**src/rtl/spi_buf_pkg.sv**
```systemverilog
// Shared constants and types for the SPI word buffer.
// Holds the default word width, FIFO depth and frame length, and the word type.
package spi_buf_pkg;

    localparam int WORD_W          = 16;
    localparam int DEF_DEPTH       = 8;
    localparam int DEF_FRAME_WORDS = 16384;

    typedef logic [WORD_W-1:0] word_t;

endpackage

```
**src/rtl/spi_word_buffer_if.sv**
```systemverilog
// Output word stream of the SPI word buffer.
// A word transfers on every clk edge where out_valid and out_ready are both
// high. out_valid never waits for out_ready, and out_data is stable while
// out_valid is high and out_ready is low.
interface spi_word_buffer_if #(
    parameter int WORD_W = spi_buf_pkg::WORD_W
);
    logic [WORD_W-1:0] out_data;
    logic              out_valid;
    logic              out_ready;

    modport master (
        output out_data,
        output out_valid,
        input  out_ready
    );

    modport slave (
        input  out_data,
        input  out_valid,
        output out_ready
    );
endinterface

```
**src/rtl/spi_fifo_core.sv**
```systemverilog
// Synchronous FIFO storage for the SPI word buffer.
// Pointers carry one extra wrap bit so full and empty are told apart without
// a separate counter; the head entry is read combinationally.
module spi_fifo_core #(
    parameter int WIDTH = 16,
    parameter int DEPTH = 8
) (
    input  logic                     clk,
    input  logic                     reset,
    input  logic                     push,
    input  logic                     pop,
    input  logic [WIDTH-1:0]         wdata,
    output logic [WIDTH-1:0]         rdata,
    output logic                     full,
    output logic                     empty,
    output logic                     push_ok,
    output logic [$clog2(DEPTH):0]   level
);
    import spi_buf_pkg::*;

    localparam int AW = $clog2(DEPTH);

    logic [WIDTH-1:0] mem [DEPTH];
    logic [AW:0]      wr_ptr;
    logic [AW:0]      rd_ptr;
    logic             pop_ok;

    assign empty   = (wr_ptr == rd_ptr);
    assign full    = (wr_ptr[AW] != rd_ptr[AW]) && (wr_ptr[AW-1:0] == rd_ptr[AW-1:0]);
    assign pop_ok  = pop & ~empty;
    // A full FIFO still takes a word when the head leaves in the same cycle.
    assign push_ok = push & (~full | pop_ok);
    assign level   = wr_ptr - rd_ptr;
    assign rdata   = mem[rd_ptr[AW-1:0]];

    // Pointer advance on accepted push and pop.
    always_ff @(posedge clk or posedge reset) begin
        if (reset) begin
            wr_ptr <= '0;
            rd_ptr <= '0;
        end else begin
            if (push_ok) wr_ptr <= wr_ptr + 1'b1;
            if (pop_ok)  rd_ptr <= rd_ptr + 1'b1;
        end
    end

    // Storage write; cleared on reset so out_data reads zero afterwards.
    always_ff @(posedge clk or posedge reset) begin
        if (reset) begin
            for (int i = 0; i < DEPTH; i++) mem[i] <= '0;
        end else if (push_ok) begin
            mem[wr_ptr[AW-1:0]] <= wdata;
        end
    end
endmodule

```
**src/rtl/spi_word_buffer.sv**
```systemverilog
// SPI word buffer: turns each rising edge of the receiver's level strobe into
// one captured word, queues it in a small FIFO, and streams it out on a
// valid/ready port. Counts accepted words per frame and flags dropped words.
// Optional build macro SPI_STROBE_SYNC_EN adds a 2-flop synchronizer on
// word_strobe ahead of edge detection.
module spi_word_buffer #(
    parameter int WORD_W      = spi_buf_pkg::WORD_W,
    parameter int DEPTH       = spi_buf_pkg::DEF_DEPTH,
    parameter int FRAME_WORDS = spi_buf_pkg::DEF_FRAME_WORDS
) (
    input  logic                   clk,
    input  logic                   reset,
    input  logic [WORD_W-1:0]      word_in,
    input  logic                   word_strobe,
    input  logic                   clr_ovf,
    spi_word_buffer_if.master      stream,
    output logic [$clog2(DEPTH):0] level,
    output logic                   overflow,
    output logic                   frame_done
);
    import spi_buf_pkg::*;

    localparam int CW = $clog2(FRAME_WORDS + 1);
    localparam logic [CW-1:0] LAST_CNT = CW'(FRAME_WORDS - 1);

    logic              strobe;
    logic              strobe_q;
    logic              rise;
    logic              push_req;
    logic [WORD_W-1:0] cap_word;
    logic              push_ok;
    logic              full;
    logic              empty;
    logic              drop;
    logic              pop;
    logic [CW-1:0]     word_cnt;

`ifdef SPI_STROBE_SYNC_EN
    logic [1:0] sync_ff;

    // Two-flop synchronizer for a strobe from another clock domain.
    always_ff @(posedge clk or posedge reset) begin
        if (reset) sync_ff <= 2'b00;
        else       sync_ff <= {sync_ff[0], word_strobe};
    end

    assign strobe = sync_ff[1];
`else
    assign strobe = word_strobe;
`endif

    assign rise = strobe & ~strobe_q;

    // Edge history and capture register: one push request per strobe rise.
    always_ff @(posedge clk or posedge reset) begin
        if (reset) begin
            strobe_q <= 1'b0;
            push_req <= 1'b0;
            cap_word <= '0;
        end else begin
            strobe_q <= strobe;
            push_req <= rise;
            if (rise) cap_word <= word_in;
        end
    end

    assign pop  = ~empty & stream.out_ready;
    assign drop = push_req & ~push_ok;

    spi_fifo_core #(
        .WIDTH (WORD_W),
        .DEPTH (DEPTH)
    ) u_fifo (
        .clk     (clk),
        .reset   (reset),
        .push    (push_req),
        .pop     (pop),
        .wdata   (cap_word),
        .rdata   (stream.out_data),
        .full    (full),
        .empty   (empty),
        .push_ok (push_ok),
        .level   (level)
    );

    assign stream.out_valid = ~empty;

    // Sticky overflow; a drop in the same cycle as a clear keeps it set.
    always_ff @(posedge clk or posedge reset) begin
        if (reset)        overflow <= 1'b0;
        else if (drop)    overflow <= 1'b1;
        else if (clr_ovf) overflow <= 1'b0;
    end

    // Frame counter over accepted words; wraps to zero with a one-cycle pulse.
    always_ff @(posedge clk or posedge reset) begin
        if (reset) begin
            word_cnt   <= '0;
            frame_done <= 1'b0;
        end else begin
            frame_done <= 1'b0;
            if (push_ok) begin
                if (word_cnt == LAST_CNT) begin
                    word_cnt   <= '0;
                    frame_done <= 1'b1;
                end else begin
                    word_cnt <= word_cnt + 1'b1;
                end
            end
        end
    end

    // Full is covered by push_ok; kept visible for debug probes.
    logic unused_full;
    assign unused_full = full;
endmodule
```
**src/flat_wrapper.sv**
```systemverilog
// flat-port wrapper written by rule: the top's interface ports become plain ports
module spi_word_buffer_flat import spi_buf_pkg::*;
#(
    parameter int WORD_W      = spi_buf_pkg::WORD_W,
    parameter int DEPTH       = spi_buf_pkg::DEF_DEPTH,
    parameter int FRAME_WORDS = spi_buf_pkg::DEF_FRAME_WORDS
)
  (clk, reset, word_in, word_strobe, clr_ovf, level, overflow, frame_done, stream_out_data, stream_out_valid, stream_out_ready);
  spi_word_buffer_if #(.WORD_W(WORD_W)) stream_i ();
  input  logic clk;
  input  logic reset;
  input  logic [WORD_W-1:0] word_in;
  input  logic word_strobe;
  input  logic clr_ovf;
  output logic [$clog2(DEPTH):0] level;
  output logic overflow;
  output logic frame_done;
  output wire logic [$bits(stream_i.out_data)-1:0] stream_out_data;
  output wire logic [$bits(stream_i.out_valid)-1:0] stream_out_valid;
  input wire logic [$bits(stream_i.out_ready)-1:0] stream_out_ready;
  assign stream_out_data = stream_i.out_data;
  assign stream_out_valid = stream_i.out_valid;
  assign stream_i.out_ready = stream_out_ready;
  spi_word_buffer #(.WORD_W(WORD_W), .DEPTH(DEPTH), .FRAME_WORDS(FRAME_WORDS)) u_core (.clk(clk), .reset(reset), .word_in(word_in), .word_strobe(word_strobe), .clr_ovf(clr_ovf), .stream(stream_i), .level(level), .overflow(overflow), .frame_done(frame_done));
endmodule
```
**config.mk**
```make
export PLATFORM = sky130hd
export DESIGN_NAME = spi_word_buffer_flat
export DESIGN_NICKNAME = d
export VERILOG_FILES = /design/src/rtl/spi_buf_pkg.sv /design/src/rtl/spi_word_buffer_if.sv /design/src/rtl/spi_fifo_core.sv /design/src/rtl/spi_word_buffer.sv /design/src/flat_wrapper.sv
export SDC_FILE = /design/constraint.sdc
export NUM_CORES = 1
export LEC_CHECK = 0
export ABC_AREA = 1
export BUFFER_PORTS_ARGS = -buffer_cell sky130_fd_sc_hd__buf_2
export CORE_MARGIN = 1.5
export CORE_UTILIZATION = 60
export DETAILED_ROUTE_END_ITERATION = 10
export PLACE_DENSITY_LB_ADDON = 0.2
export SLEW_MARGIN = 20
export SYNTH_ARGS = -nofsm -noshare
export SYNTH_HDL_FRONTEND = slang
export SYNTH_SLANG_ARGS = --single-unit
```
**constraint.sdc**
```tcl
create_clock -name clk -period 7.75 [get_ports clk]
set_clock_uncertainty 0.2 [all_clocks]
set_input_delay 1.55 -clock clk [delete_from_list [all_inputs] [get_ports clk]]
set_output_delay 1.55 -clock clk [all_outputs]
set_load 0.02 [all_outputs]
```
==> run_results.csv, run 1 <==
group,metric,value,unit
outcome,status,"completed",
yosys,synthCells,926,
yosys,synth-simple-area-share,19.73,%
clock_tree,insertion_delay,0.43,ns
worst_setup_path,critPathKind,"flop to output port",
global_routing,overflow,0,
clock_tree,clkTransAtPathRegs,0.06,ns
yosys,synth-warning-count,0,
final_layout,diodes,0,
yosys,syn-mean-instance-area,8.621,sq um
final_layout,drive_above_1_share,11.78,%
final_layout,fin_nets,966,
final_layout,area_delta_synth_final,8.213,%
drt,wirelength,17.91,mm
drt,avgViaCountPerCell,5.564,
die,die_h,118.3,microns
yosys,synth.area.mux_share,0,%
drt,drc_errors,0,
global_routing,grt_pass1_wl,30.06,mm
clock_tree,cts-root-buf,"clkbuf_16",
final_layout,final_area,0.008638,sq mm
timing,rsz0062_at_grt,"false",
placement,portBuffers,43,
clock_tree,cts_hold_buf,0,
worst_setup_path,crit_arrival,3.38,ns
placement,place.gp.congestion,0.8420,
clock_tree,cts_buffer_depth,2,
timing,fin_crit_sh,66.14,%
power,leakage,4.133,nW
timing,setup_tns,0,ns
placement,place_area,0.008050,sq mm
clock_tree,cts_tree,"built",
yosys,syn-num-nets,954,
global_routing,grt_max_degree,88,
clock_tree,cts_sinks,171,
timing,fmax,195.1,MHz
power,ir_worst_vdd,0.3041,mV
timing,worst_pin_slew,1.084,ns
die,die_width,118.3,microns
drt,drtPass1Iterations,6,
drt,drt-initial-drc-count,617,
global_routing,antenna_found_initial,0,
yosys,ys_seq_area_share,53.61,%
final_layout,mostFrequentLayoutCells,"254 x nand2_1, 169 x dfrtp_1, 106 x o21ai_0",
die,dieArea,0.01401,sq mm
power,cellPowerDensity,437.2,mW/mm^2
yosys,mappedNetlistArea,0.007983,sq mm
drt,wire_per_inst,15.95,microns
clock_tree,post-cts-setup-buffers,0,
die,coreArea,0.01282,sq mm
worst_setup_path,r2r_slack,3.67,ns
worst_setup_path,cp-start-kind,"flop",
drt,vias,6248,
die,num_io_pins,44,
yosys,synth_cell_types,29,
run,maxCapViolCount,0,
timing,slew_headroom,27.63,%
worst_setup_path,crit_path_max_fanout,19,
yosys,synth_compound_area_share,17.16,%
clock_tree,h-tree-depth,4,
placement,hpwl,10.40,mm
min_path,hold_path_class,"flop to flop",
yosys,synth_top_family_by_area,"simple AND/OR/NAND/NOR gates",
timing,hold_violations,0,
yosys,synthAdderAreaFrac,1.191,%
die,rows,41,
global_routing,grt_pass1_vias,5920,
global_routing,track_usage,27.22,%
timing,timing.final.max_slew_violations,0,
timing,period_needed,5.126,ns
final_layout,layout_commonest_cell,"nand2_1",
clock_tree,cts_buffers,17,
die,start_util,62.24,%
worst_setup_path,endpoint_kind,"output port",
timing,finalSetupViolCount,0,
yosys,synth_xor_area_share,1.301,%
worst_setup_path,required,6.00,ns
drt,ant_nets,0,
yosys,synth-seq-cells,171,
clock_tree,cts-resized-gates,0,
## synthesized netlist by cell type
| cell | n | share of area, % |
|---|---|---|
| dfrtp_1 | 171 | 54 |
| buf_4 | 1 | 0.094 |
| buf_2 | 5 | 0.31 |
| o21ai_2 | 17 | 1.9 |
| xor2_1 | 8 | 0.88 |
| o21ai_1 | 97 | 6.1 |
| nand3_1 | 21 | 1.3 |
| a21oi_1 | 1 | 0.063 |
| o22ai_1 | 32 | 2.5 |
| nand3b_1 | 1 | 0.094 |
| nor2_1 | 91 | 4.3 |
| xnor2_1 | 2 | 0.22 |
| fa_1 | 1 | 0.25 |
| nand2_1 | 255 | 12 |
| nor2_2 | 2 | 0.16 |
| nand4_1 | 9 | 0.71 |
| or2_2 | 1 | 0.078 |
| inv_1 | 40 | 1.9 |
| inv_2 | 1 | 0.047 |
| buf_1 | 1 | 0.047 |
| xnor2_2 | 1 | 0.20 |
| nand2_4 | 7 | 0.99 |
| clkinv_1 | 1 | 0.047 |
| buf_12 | 1 | 0.25 |
| buf_6 | 23 | 3.2 |
| nor3_2 | 1 | 0.13 |
| ha_1 | 6 | 0.94 |
| o21ai_0 | 106 | 6.6 |
| clkbuf_1 | 23 | 1.1 |
## where the power goes
part	total [mW]	internal (mW)	leakage [nW]	switching [mW]
sequential	1.54	1.24	2.21	0.302
clock	0.833	0.477	0.267	0.356
combinational	1.40	0.515	1.66	0.888
total	3.78	2.23	4.13	1.55
## registers in the layout, indices dropped and copies added, names as in the netlist
signal and cells:
u_core.u_fifo.wr_ptr 4, u_core.frame_done 1, u_core.cap_word 16, u_core.strobe_q 1
u_core.push_req 1, u_core.overflow 1, u_core.u_fifo.mem 128, u_core.u_fifo.rd_ptr 4
u_core.word_cnt 15
## cell families (layout without fill, tap and decap cells)
| logic type | count (synthesis) | in the layout |
|---|---|---|
| AOI/OAI and AO/OA | 253 | 253 |
| xor gates and xnor gates | 11 | 11 |
| adders and majority gates | 7 | 7 |
| buffers and inverters | 96 | 121 |
| DFF | 171 | 171 |
| and+or+nand+nor | 388 | 388 |
## metal layers
metal / share of wire [%] / track usage (%) / wire length (microns) / vias to the layer above
li1: - / - / - / 3083
met1: 45 / 37.11 / 8067 / 2981
met2: 49 / 43.93 / 8713 / 164
met3: 4.7 / 5.792 / 843 / 20
met4: 1.6 / 8.460 / 289 / 0
met5: 0 / 0 / 0 / -
## worst max-delay path, stage by stage, from the launching register on
cell	delay, ns
dfrtp_1	0.88
clkinv_1	0.83
ha_1	0.62
nand2_1	0.08
o21ai_0	0.21
xor2_1	0.16
buf_2	0.17
## final cells by class
type / count / area [sq um]
inverters: 42 / 162.7
fillers: 1087 / 4187
clock inverters: 13 / 145.1
repair buffers: 47 / 249.0
flip-flops and latches: 171 / 4284
multi-input cells: 659 / 3149
clock buffers: 19 / 432.9
well taps: 172 / 215.2
## through the flow
step / total power, mW / instances / utilization, % / setup WS, ns / hold WS (ns)
CTS: 3.783 / 1123 / 67.28 / 2.373 / 0.2557
global placement: 2.907 / 1091 / 62.77 / 2.895 / 0.2462
floorplan: 2.559 / 926 / - / 1.368 / 0.2194
detailed placement: 2.937 / 1091 / 62.77 / 2.859 / 0.2347
finish: 3.776 / 1123 / 67.36 / 2.625 / 0.2518
global route: 4.045 / 1123 / 67.36 / 2.459 / 0.2872
## final timing paths
path | from | end | cells after the start
worst min register to register | u_core.word_cnt[14] | u_core.frame_done | 1
worst max-delay path | u_core.u_fifo.rd_ptr[2] | level[3] | 6
worst max register to register | u_core.u_fifo.rd_ptr[2] | u_core.u_fifo.mem[113] | 9
max in group asynchronous | reset | u_core.u_fifo.mem[39] | 3
worst min-delay path | u_core.word_cnt[14] | u_core.frame_done | 1
min in group asynchronous | reset | u_core.overflow | 2
No activity file was read; power rests on OpenSTA's default activity.
==> run 2, diff against run 1 <==
--- a/config.mk
+++ b/config.mk
@@ -5,10 +5,10 @@
 export SDC_FILE = /design/constraint.sdc
 export NUM_CORES = 1
 export LEC_CHECK = 0
-export ABC_AREA = 1
+export ABC_AREA = 0
 export BUFFER_PORTS_ARGS = -buffer_cell sky130_fd_sc_hd__buf_2
 export CORE_MARGIN = 1.5
-export CORE_UTILIZATION = 60
+export CORE_UTILIZATION = 55
 export DETAILED_ROUTE_END_ITERATION = 10
 export PLACE_DENSITY_LB_ADDON = 0.2
 export SLEW_MARGIN = 20
==> constraint.sdc (replaced) <==
create_clock -name clk -period 4.22 [get_ports clk]
set_clock_uncertainty 0.2 [all_clocks]
set_input_delay 0.844 -clock clk [delete_from_list [all_inputs] [get_ports clk]]
set_output_delay 0.844 -clock clk [all_outputs]
set_load 0.02 [all_outputs]
==> run_results.csv, run 2 <==
group,metric,value,unit
outcome,status,"completed",
drt,vias,4493,
worst_setup_path,cp-start-kind,"flop",
clock_tree,post-cts-setup-buffers,0,
worst_setup_path,path_buf_inv,2,
clock_tree,h-tree-depth,4,
clock_tree,cts_tree,"built",
drt,drc_errors,0,
die,start_util,56.45,%
final_layout,layout_commonest_cell,"dfrtp_1",
worst_setup_path,critPathKind,"flop to output port",
drt,ant_nets,0,
global_routing,grt_pass1_vias,4798,
drt,drtPass1Iterations,4,
yosys,synthCells,533,
yosys,yosysTopAreaCell,"dfrtp_1",
min_path,hold_path_class,"input pin to asynchronous set/reset pin",
global_routing,overflow,0,
final_layout,mostFrequentLayoutCells,"170 x dfrtp_1, 126 x mux2_2, 60 x nand2_1",
power,p_switching,2.357,mW
power,combPwrFrac,38.7,%
yosys,synth-warning-count,0,
clock_tree,cts_buffers,17,
timing,rsz0062_at_grt,"false",
yosys,yosysMostFrequentCell,"dfrtp_1",
worst_setup_path,cp_top_family,"flip-flops",
yosys,yosysTopAreaCellShare,54.40,%
clock_tree,clkTransAtPathRegs,0.06,ns
yosys,ys_async_sr_fraction,100.0,%
yosys,synth-edff-count,0,
final_layout,final_area,0.008860,sq mm
placement,place.gp.congestion,0.8153,
yosys,synth-seq-cells,171,
worst_setup_path,critPathSlowestCell,"dfrtp_2",
final_layout,drive_above_1_share,46.74,%
yosys,synthFlopType,"dfrtp_1",
timing,timing.final.max_slew_violations,0,
worst_setup_path,path_cells,"buf_4, mux4_2, nand2_1, nand2_1, buf_2",
final_layout,area_delta_synth_final,12.63,%
timing,fin_crit_sh,81.54,%
worst_setup_path,endpoint_kind,"output port",
global_routing,grt_pass1_wl,25.88,mm
yosys,ys_top_cells_by_area,"dfrtp_1 54%, mux2_2 18%, mux4_2 9.2%",
global_routing,antenna_found_initial,0,
drt,avgViaCountPerCell,5.768,
timing,setup_tns,0,ns
power,ir_worst_vdd,0.4787,mV
timing,period_needed,3.441,ns
global_routing,track_usage,23.16,%
final_layout,fin_nets,614,
worst_setup_path,slowest_delay,0.72,ns
drt,wire_per_inst,19.87,microns
power,clockPowerShare,21.4,%
drt,drt-initial-drc-count,178,
yosys,synth_cell_types,46,
yosys,syn-num-nets,561,
placement,dpl.cell_count,746,
placement,hpwl,9.850,mm
clock_tree,cts-root-buf,"clkbuf_16",
final_layout,final_cells,779,
worst_setup_path,crit_arrival,2.40,ns
drt,wirelength,15.48,mm
final_layout,final_core_util,63.58,%
clock_tree,cts_buffer_depth,2,
power,pwr-share-seq,39.9,%
worst_setup_path,cp_common_cell,"nand2_1",
placement,portBuffers,43,
final_layout,largest_reg_flops,128,
timing,hold_violations,0,
worst_setup_path,required,3.18,ns
power,switching_share,34.10,%
die,die_h,122.6,microns
yosys,ys_seq_area_share,54.40,%
run,maxCapViolCount,0,
power,leakage,4.008,nW
final_layout,top_regs,"u_core.u_fifo.mem (128), u_core.cap_word (16), u_core.word_cnt (15)",
timing,worst_pin_slew,1.032,ns
die,coreArea,0.01393,sq mm
yosys,syn-mean-instance-area,14.76,sq um
placement,place_area,0.008277,sq mm
clock_tree,cts_hold_buf,0,
die,rows,43,
yosys,ys_top_cells_by_count,"171 x dfrtp_1, 126 x mux2_2, 60 x nand2_1, 32 x mux4_2, 19 x mux2_4",
die,die_width,122.6,microns
worst_setup_path,crit_path_max_fanout,16,
timing,slew_headroom,31.17,%
timing,holdWs,0.1901,ns
timing,fmax,290.6,MHz
die,dieArea,0.01503,sq mm
global_routing,grt_max_degree,55,
power,internal_power,4.556,mW
clock_tree,cts-resized-gates,0,
yosys,mappedNetlistArea,0.007866,sq mm
final_layout,top_register,"u_core.u_fifo.mem",
timing,finalSetupViolCount,0,
final_layout,diodes,0,
power,cellPowerDensity,780.3,mW/mm^2
die,num_io_pins,44,
clock_tree,cts_sinks,171,
clock_tree,insertion_delay,0.42,ns
run 2: changes by cell type in the layout (fill, tap and decap cells not counted), moves of 7 or more:
cell	previous run	this run
buf_4	3	13
inv_1	38	9
mux2_2	0	126
mux2_4	0	19
mux4_2	0	32
nand2_1	254	60
nand2_4	7	0
nand3_1	21	5
nor2_1	90	6
o21ai_0	106	7
o21ai_1	97	0
o21ai_2	17	1
o22ai_1	32	1
xnor2_1	2	15
run 2: final cells by class:
class | count | area (sq um)
clock buffer | 22 | 474.2
clock inverter | 10 | 88.84
fill | 1021 | 5075
inverter | 12 | 48.80
multi-input combinational | 325 | 3369
sequential | 171 | 4280
tap | 180 | 225.2
timing repair buffer | 59 | 372.9
run 2: worst register-to-register path: cells and delay by family (launching register included):
kind | cells | cell delay, ns
mux | 1 | 0.35
buf+inv | 1 | 0.29
flops | 1 | 0.72
fa+ha+maj | 1 | 0.39
simple gates | 3 | 1.03
run 2: logic make-up after synthesis:
group | share of synthesized area, %
muxes | 30.83
DFF | 54.40
and+or+nand+nor | 6.824
buffers and inverters | 2.863
AOI/OAI and AO/OA | 1.670
xor gates and xnor gates | 2.211
adders and majority gates | 1.209
run 2: path summary, 6_finish.rpt:
check	startpoint	to	slack, ns	cells after the start
worst max-delay path	u_core.u_fifo.rd_ptr[0]	stream_out_data[15]	0.78	5
worst min-delay path	reset	u_core.u_fifo.mem[71]	0.19	2
worst max register to register	u_core.u_fifo.rd_ptr[0]	u_core.u_fifo.mem[101]	1.12	6
worst min register to register	u_core.u_fifo.mem[74]	u_core.u_fifo.mem[74]	0.30	1
max in group asynchronous	reset	u_core.u_fifo.mem[4]	2.96	3
min in group clk	u_core.u_fifo.mem[74]	u_core.u_fifo.mem[74]	0.30	1
run 2: power by group through the flow:
| stage | clock (mW) | sequential, mW | combinational, mW |
|---|---|---|---|
| global placement | 0 | 2.73 | 2.62 |
| floorplan | 0 | 2.57 | 2.17 |
| detailed placement | 0 | 2.78 | 2.70 |
| global route | 1.58 | 2.85 | 2.92 |
| CTS | 1.51 | 2.76 | 2.71 |
| finish | 1.48 | 2.76 | 2.67 |
run 2: stage by stage:
stage / worst slack [ns] / total power [mW]
floorplan: 0.9933 / 4.742
global placement: 1.149 / 5.350
detailed placement: 1.056 / 5.480
CTS: 0.7155 / 6.977
global route: 0.6293 / 7.343
finish: 0.7789 / 6.913
run 2: per-layer routing:
metal	GRT usage [%]	vias up	wire length, microns
li1	-	2035	-
met1	32.52	2350	6987
met2	36.24	96	7584
met3	5.855	12	755
met4	6.323	0	148
met5	0	-	0
